## config.mk

```make
export PLATFORM = sky130hd
export DESIGN_NAME = truth_table_sweeper
export DESIGN_NICKNAME = d
export VERILOG_FILES = /design/src/rtl/tts_pkg.sv /design/src/rtl/tts_hold_timer.sv /design/src/rtl/truth_table_sweeper.sv
export SDC_FILE = /design/constraint.sdc
export NUM_CORES = 1
export LEC_CHECK = 0
export BUFFER_PORTS_ARGS = -buffer_cell sky130_fd_sc_hd__buf_4
export CORE_ASPECT_RATIO = 1.5
export CORE_MARGIN = 2
export CORE_UTILIZATION = 49
export CTS_CLUSTER_DIAMETER = 150
export CTS_CLUSTER_SIZE = 12
export DETAILED_ROUTE_END_ITERATION = 8
export PLACE_DENSITY = 0.74
export SETUP_SLACK_MARGIN = 0.02
export SLEW_MARGIN = 5
export SYNTH_ARGS = -nofsm -noshare
export SYNTH_HDL_FRONTEND = slang
export SYNTH_SLANG_ARGS = --single-unit
export TNS_END_PERCENT = 30
```

## constraint.sdc

```tcl
create_clock -name clk -period 2.05 [get_ports clk]
set_clock_uncertainty 0.2 [all_clocks]
set_input_delay 0.3075 -clock clk [delete_from_list [all_inputs] [get_ports clk]]
set_output_delay 0.3075 -clock clk [all_outputs]
set_load 0.03 [all_outputs]
```

## src/rtl/tts_pkg.sv

```systemverilog
// Shared types and helpers for the truth-table sweeper.
// Reference function is written for up to 16 inputs and masked down to the live width.
package tts_pkg;

  typedef enum logic [1:0] {
    IDLE = 2'd0,
    RUN  = 2'd1,
    DONE = 2'd2
  } state_t;

  localparam int unsigned MAX_N_IN = 16;

  // Generalised AB+AC: top bit ANDed with the OR of all lower bits.
  function automatic logic exp_ab_ac(input logic [MAX_N_IN-1:0] v, input int unsigned n_in);
    logic [MAX_N_IN-1:0] a_mask;
    logic [MAX_N_IN-1:0] low_mask;
    a_mask   = MAX_N_IN'(1) << (n_in - 1);
    low_mask = a_mask - MAX_N_IN'(1);
    return (|(v & a_mask)) & (|(v & low_mask));
  endfunction

  function automatic logic [31:0] sat_inc(input logic [31:0] x, input logic [31:0] max_val);
    return (x >= max_val) ? x : x + 32'd1;
  endfunction

endpackage

```

## src/rtl/tts_hold_timer.sv

```systemverilog
// Counts the cycles a stimulus vector has been held; last marks the sample cycle.
// Self-wraps to zero after the sample cycle so the next vector starts a fresh hold.
module tts_hold_timer #(
  parameter int unsigned HOLD = 10
) (
  input  logic clk,
  input  logic rst,
  input  logic clr,
  input  logic en,
  output logic last
);

  localparam int unsigned W = $clog2(HOLD + 1);

  logic [W-1:0] hold_cnt;

  assign last = (hold_cnt == W'(HOLD - 1));

  always_ff @(posedge clk or posedge rst) begin
    if (rst) begin
      hold_cnt <= '0;
    end else if (clr) begin
      hold_cnt <= '0;
    end else if (en) begin
      hold_cnt <= last ? '0 : hold_cnt + W'(1);
    end
  end

endmodule

```

## src/rtl/truth_table_sweeper.sv

```systemverilog
// Walks every input vector into an external gate, checks each response against AB+AC,
// and reports a saturating mismatch count plus the first failing vector.
module truth_table_sweeper
  import tts_pkg::*;
#(
  parameter int unsigned N_IN  = 3,
  parameter int unsigned HOLD  = 10,
  parameter int unsigned CNT_W = 8
) (
  input  logic             clk,
  input  logic             rst,
  input  logic             start,
  input  logic             dut_out,
  output logic [N_IN-1:0]  vec_out,
  output logic             vec_valid,
  output logic             busy,
  output logic             done,
  output logic             pass,
  output logic [CNT_W-1:0] err_count,
  output logic             first_err_valid,
  output logic [N_IN-1:0]  first_err_vec
);

  localparam logic [31:0] ERR_MAX = 32'((64'd1 << CNT_W) - 64'd1);

  state_t state, state_nxt;
  logic   accept;
  logic   sample;
  logic   last;
  logic   last_vec;
  logic   mismatch;

  assign last_vec = (vec_out == '1);
  assign mismatch = (dut_out != exp_ab_ac(MAX_N_IN'(vec_out), N_IN));
  assign pass     = done && (err_count == '0);

  tts_hold_timer #(.HOLD(HOLD)) u_hold (
    .clk  (clk),
    .rst  (rst),
    .clr  (accept),
    .en   (busy),
    .last (last)
  );

  always_ff @(posedge clk or posedge rst) begin
    if (rst) begin
      state <= IDLE;
    end else begin
      state <= state_nxt;
    end
  end

  always_comb begin
    state_nxt = state;
    busy      = 1'b0;
    vec_valid = 1'b0;
    done      = 1'b0;
    accept    = 1'b0;
    sample    = 1'b0;
    case (state)
      IDLE, DONE: begin
        done = (state == DONE);
        if (start) begin
          accept    = 1'b1;
          state_nxt = RUN;
        end
      end
      RUN: begin
        busy      = 1'b1;
        vec_valid = 1'b1;
        sample    = last;
        if (last && last_vec) begin
          state_nxt = DONE;
        end
      end
      default: state_nxt = IDLE;
    endcase
  end

  // Terminal test is all-ones, so vec_out never wraps and stays at all-ones in DONE.
  always_ff @(posedge clk or posedge rst) begin
    if (rst) begin
      vec_out         <= '0;
      err_count       <= '0;
      first_err_valid <= 1'b0;
      first_err_vec   <= '0;
    end else if (accept) begin
      vec_out         <= '0;
      err_count       <= '0;
      first_err_valid <= 1'b0;
      first_err_vec   <= '0;
    end else if (sample) begin
      if (mismatch) begin
        err_count <= CNT_W'(sat_inc(32'(err_count), ERR_MAX));
        if (!first_err_valid) begin
          first_err_valid <= 1'b1;
          first_err_vec   <= vec_out;
        end
      end
      if (!last_vec) begin
        vec_out <= vec_out + N_IN'(1);
      end
    end
  end

endmodule

```

==> impl_summary.txt <==
----------------------------------------------------
[Routing]
  Count of nets left with antenna violations after detail routing ... 0
  Wire length per cell after detailed routing ... 13.42 um
  Met2 WL ... 1.396 mm
  Top routing layer in use ... met4
  Mean number of vias per cell ... 5.360
  First-pass iteration count of the detailed router ... 4
  Met1 Wirelength ... ~1.1 mm
  Final WL ... 2.644 mm
  Drt first-iter violations ... 19
  Detailed-route via count ... 1,056
  Met3 wire len ... approximately 55 um
  Residual DRC ... 0

[Placed design]
  Final HPWL DP ... 2.014 mm
  Total of buffers placed on input and output ports ... 22
  Number of placed instances with taps included ... 185
  Post-Place Worst Slack ... 10.22 ps
  GPL Wtd Cong ... 0.8366
  Placed cell areas ... 0.001508 mm^2

[Critical path]
  Cells along the critical path ... inv_1 > ha_2 > and3b_2 > nand2_4 > or3_4 > mux2_2
  Crit Path Category ... register to register
  Setup slack of the most critical reg-to-reg path ... 70 ps
  Reg2reg end ... err_count[1]
  Kind of cell with the highest combined delay on the critical path ... simple AND/OR/NAND/NOR gates
  Critical path data arrival time ... about 2000 ps
  Critical Path Fanout Max ... 8
  Kind of start point of the critical path ... register
  Buf+Inv Stages, Crit Path ... 1
  Logic depth of the worst setup path including buffers ... 6
  Crit end category ... register
  Data required, critical path ... approximately 2100 ps
  Highest-delay cell along the critical path ... sky130_fd_sc_hd__dfrtp_1
  Worst r2r path cells ... 6
  Critical Path Sink ... err_count[1]
  Crit path largest cell delay ... 420 ps
  Critical register-to-register path startpoint ... u_hold.hold_cnt[1]
  CP Launch Point ... u_hold.hold_cnt[1]

[Floorplan]
  Vert. Die Dim ... between 60 and 70 um
  Area inside the core boundary ... 0.002422 mm^2
  Total I/O pin count ... 23
  Number of cell rows ... 22
  Area of the die ... 0.002941 mm^2
  Starting utilization of the core area ... 50.88%
  Die W ... 44.95 um

[Logic synthesis]
  Multiplexer area fraction after synthesis ... between 6 and 7%
  Synthesized-area fraction occupied by ao, oa, aoi and oai cells ... between 10% and 20%
  Average instance area after synthesis ... 9.480 um^2
  Synth Instances ... 130
  Count of flip-flops with a built-in enable after synthesis ... 0
  Simple-gate share of the synthesized area ... a little under a quarter
  Area share of the largest cell type after synthesis ... 42.64%
  Top flip-flop cell by instance count after synthesis ... sky130_fd_sc_hd__dfrtp_1
  Sequential-to-total area share from yosys stat ... 42.64%
  Asr flop ratio synth ... 100.0%
  Xor and xnor fraction of the mapped netlist area ... 2.132%
  Leading post-synthesis cells by instance count ... 21 x sky130_fd_sc_hd__dfrtp_1, 18 x sky130_fd_sc_hd__nand2_1, 10 x sky130_fd_sc_hd__nor2_1, 9 x sky130_fd_sc_hd__inv_1
  Post-synthesis net count ... 141
  Mapped cell area ... 0.001232 mm^2
  Library cell occupying the most area in the post-synthesis netlist ... sky130_fd_sc_hd__dfrtp_1
  Leading post-synthesis cells by cell area ... sky130_fd_sc_hd__dfrtp_1 43%, sky130_fd_sc_hd__ha_1 7.1%, sky130_fd_sc_hd__mux2i_1 5.7%, sky130_fd_sc_hd__nand2_1 5.5%, sky130_fd_sc_hd__nand2b_1 3.0%
  Register bit count reported by yosys ... 21
  Adder-cell share of the synthesized area ... 7.107%
  Dominant combinational cell family by area after synthesis ... simple AND/OR/NAND/NOR gates
  Count of warnings emitted by yosys ... 0
  Most common cell in the synthesized netlist ... sky130_fd_sc_hd__dfrtp_1
  Count of cell types in the netlist ... 35

[GRT]
  Largest net degree at the start of global routing ... 22
  Initial antenna violation count ... 0
  Overflow left after global routing ... 0
  Number of global-route vias before repair ... 1,055
  Overall Global Routing Usage ... 20.25%
  Global-route wire length before repair ... 4.436 mm

[Layout]
  Number of diodes added for antenna fixing ... 0
  Layout Nets ... 185
  Design area ... 0.001639 mm^2
  Fin util ... 67.67%
  Area growth from synthesis to layout ... 32.99%
  Non-filler cells, final ... 197
  Share of cells above drive strength 1 ... 41.04%

[STA]
  Share of the cycle needed by the critical path after routing ... 96.83%
  Number of slew-limit violations in the final report ... 0
  Hold violation total from the final report ... 0
  Setup repair after global routing missed its margin ... yes
  Setup ws final ... 65.03 ps
  Post-route setup TNS ... 0 ps
  Least-Margin Pin Slew ... 513.3 ps
  Maximum frequency from static timing analysis ... 503.8 MHz
  Worst hold slack after final layout ... 110.2 ps
  Minimum clock period ... 1985 ps
  Setup-violating endpoint count in the final report ... 0
  Worst slew margin relative to its limit ... 65.78%

[Clock tree]
  Sink Count ... 21
  Clock slew seen by the registers of the worst setup and hold paths ... 120 ps
  H-tree depth reported by CTS ... 1
  Worst-Skew Late Latency ... 310 ps
  Longest Clk Path Bufs ... 2
  CTS tree ... built
  Root buffer cell ... sky130_fd_sc_hd__clkbuf_4
  Clock buffer count from CTS ... 3

[Outcome]
  Run status ... complete, no violations

[Worst hold path]
  Path class of the lowest-slack min-delay path ... primary input to register

[Pwr]
  VDD IR-drop max ... 706.3 uV
  Total Power ... 2.239 mW
  Power density over cell area ... 1366 mW/mm^2
  Static leakage power ... 0.7579 nW

[Job]
  Max-cap violations ... 0

----------------------------------------------------
==> flip-flops by register name, indices dropped and copies added (netlist names) <==
name / cells
err_count: 8
u_hold.hold_cnt: 4
first_err_vec: 3
vec_out: 3
state: 2
first_err_valid: 1
==> area by class of cell <==
class,instances,area [um^2]
clock buffers,3,22.52
clock inverters,1,5.005
fillers,196,783.3
inverters,10,42.54
multi-input cells,93,668.1
flip-flops and latches,21,530.5
well taps,24,30.03
repair buffers,45,340.3
==> worst register-to-register path, cell delays in order, from the launching register on <==
cell and delay [ps]:
sky130_fd_sc_hd__dfrtp_1 420, sky130_fd_sc_hd__inv_1 80, sky130_fd_sc_hd__ha_2 170, sky130_fd_sc_hd__and3b_2 220
sky130_fd_sc_hd__nand2_4 90, sky130_fd_sc_hd__or3_4 420, sky130_fd_sc_hd__mux2_2 290
==> placed cells by master (no fill, tap or decap), drive strengths merged <==
master,count
buf,44
xnor2,3
nand2b,6
nor4,2
o41ai,1
nor2b,3
nor3,3
and3b,1
o311ai,1
a32o,1
dfrtp,21
or2,2
nor2,10
o21ai,7
ha,7
clkbuf,3
o31ai,1
a2111oi,3
or4,1
and4,1
nand3,2
inv,10
or3,2
nand2,19
nor4b,1
mux2,1
a31o,3
mux2i,7
nor3b,2
clkinv,1
a21oi,2
dlygate4sd3,1
o211a,1
==> cell families (layout without fill, tap and decap cells) <==
logic type      Yosys count  in the layout
simple gates             55             55
buf+inv                  16             59
xor+xnor                  3              3
mux                       8              8
flops                    21             21
compound gates           20             20
fa+ha+maj                 7              7
==> metal layers <==
layer,track usage [%],up-vias
met4,9.559,0
li1,-,533
met1,23.50,503
met5,0,-
met2,35.71,14
met3,1.923,6
==> where the power goes <==
group          switching, mW  internal, mW  leakage [nW]
sequential             0.147         0.575         0.265
clock                  0.127        0.0729        0.0177
combinational          0.728         0.589         0.475
==> worst min-delay path by stage <==
| stage | startpoint | endpoint | slack, ps | cells past startpoint |
|---|---|---|---|---|
| floorplan | rst | err_count[2] | 80 | 1 |
| global placement | rst | err_count[6] | 160 | 3 |
| detailed placement | rst | err_count[6] | 160 | 3 |
| CTS | start | state[1] | 110 | 3 |
| global route | start | state[1] | 110 | 3 |
| finish | start | state[1] | 110 | 3 |
==> repair_timing <==
action                     CTS  global route
setup endpoints to repair    5            13
hold endpoints to repair    21             0
pin swaps                    0             5
hold buffers                 1             0
setup buffers                0             7
resized for setup            3             7
Power figures use the tool's default switching activity.
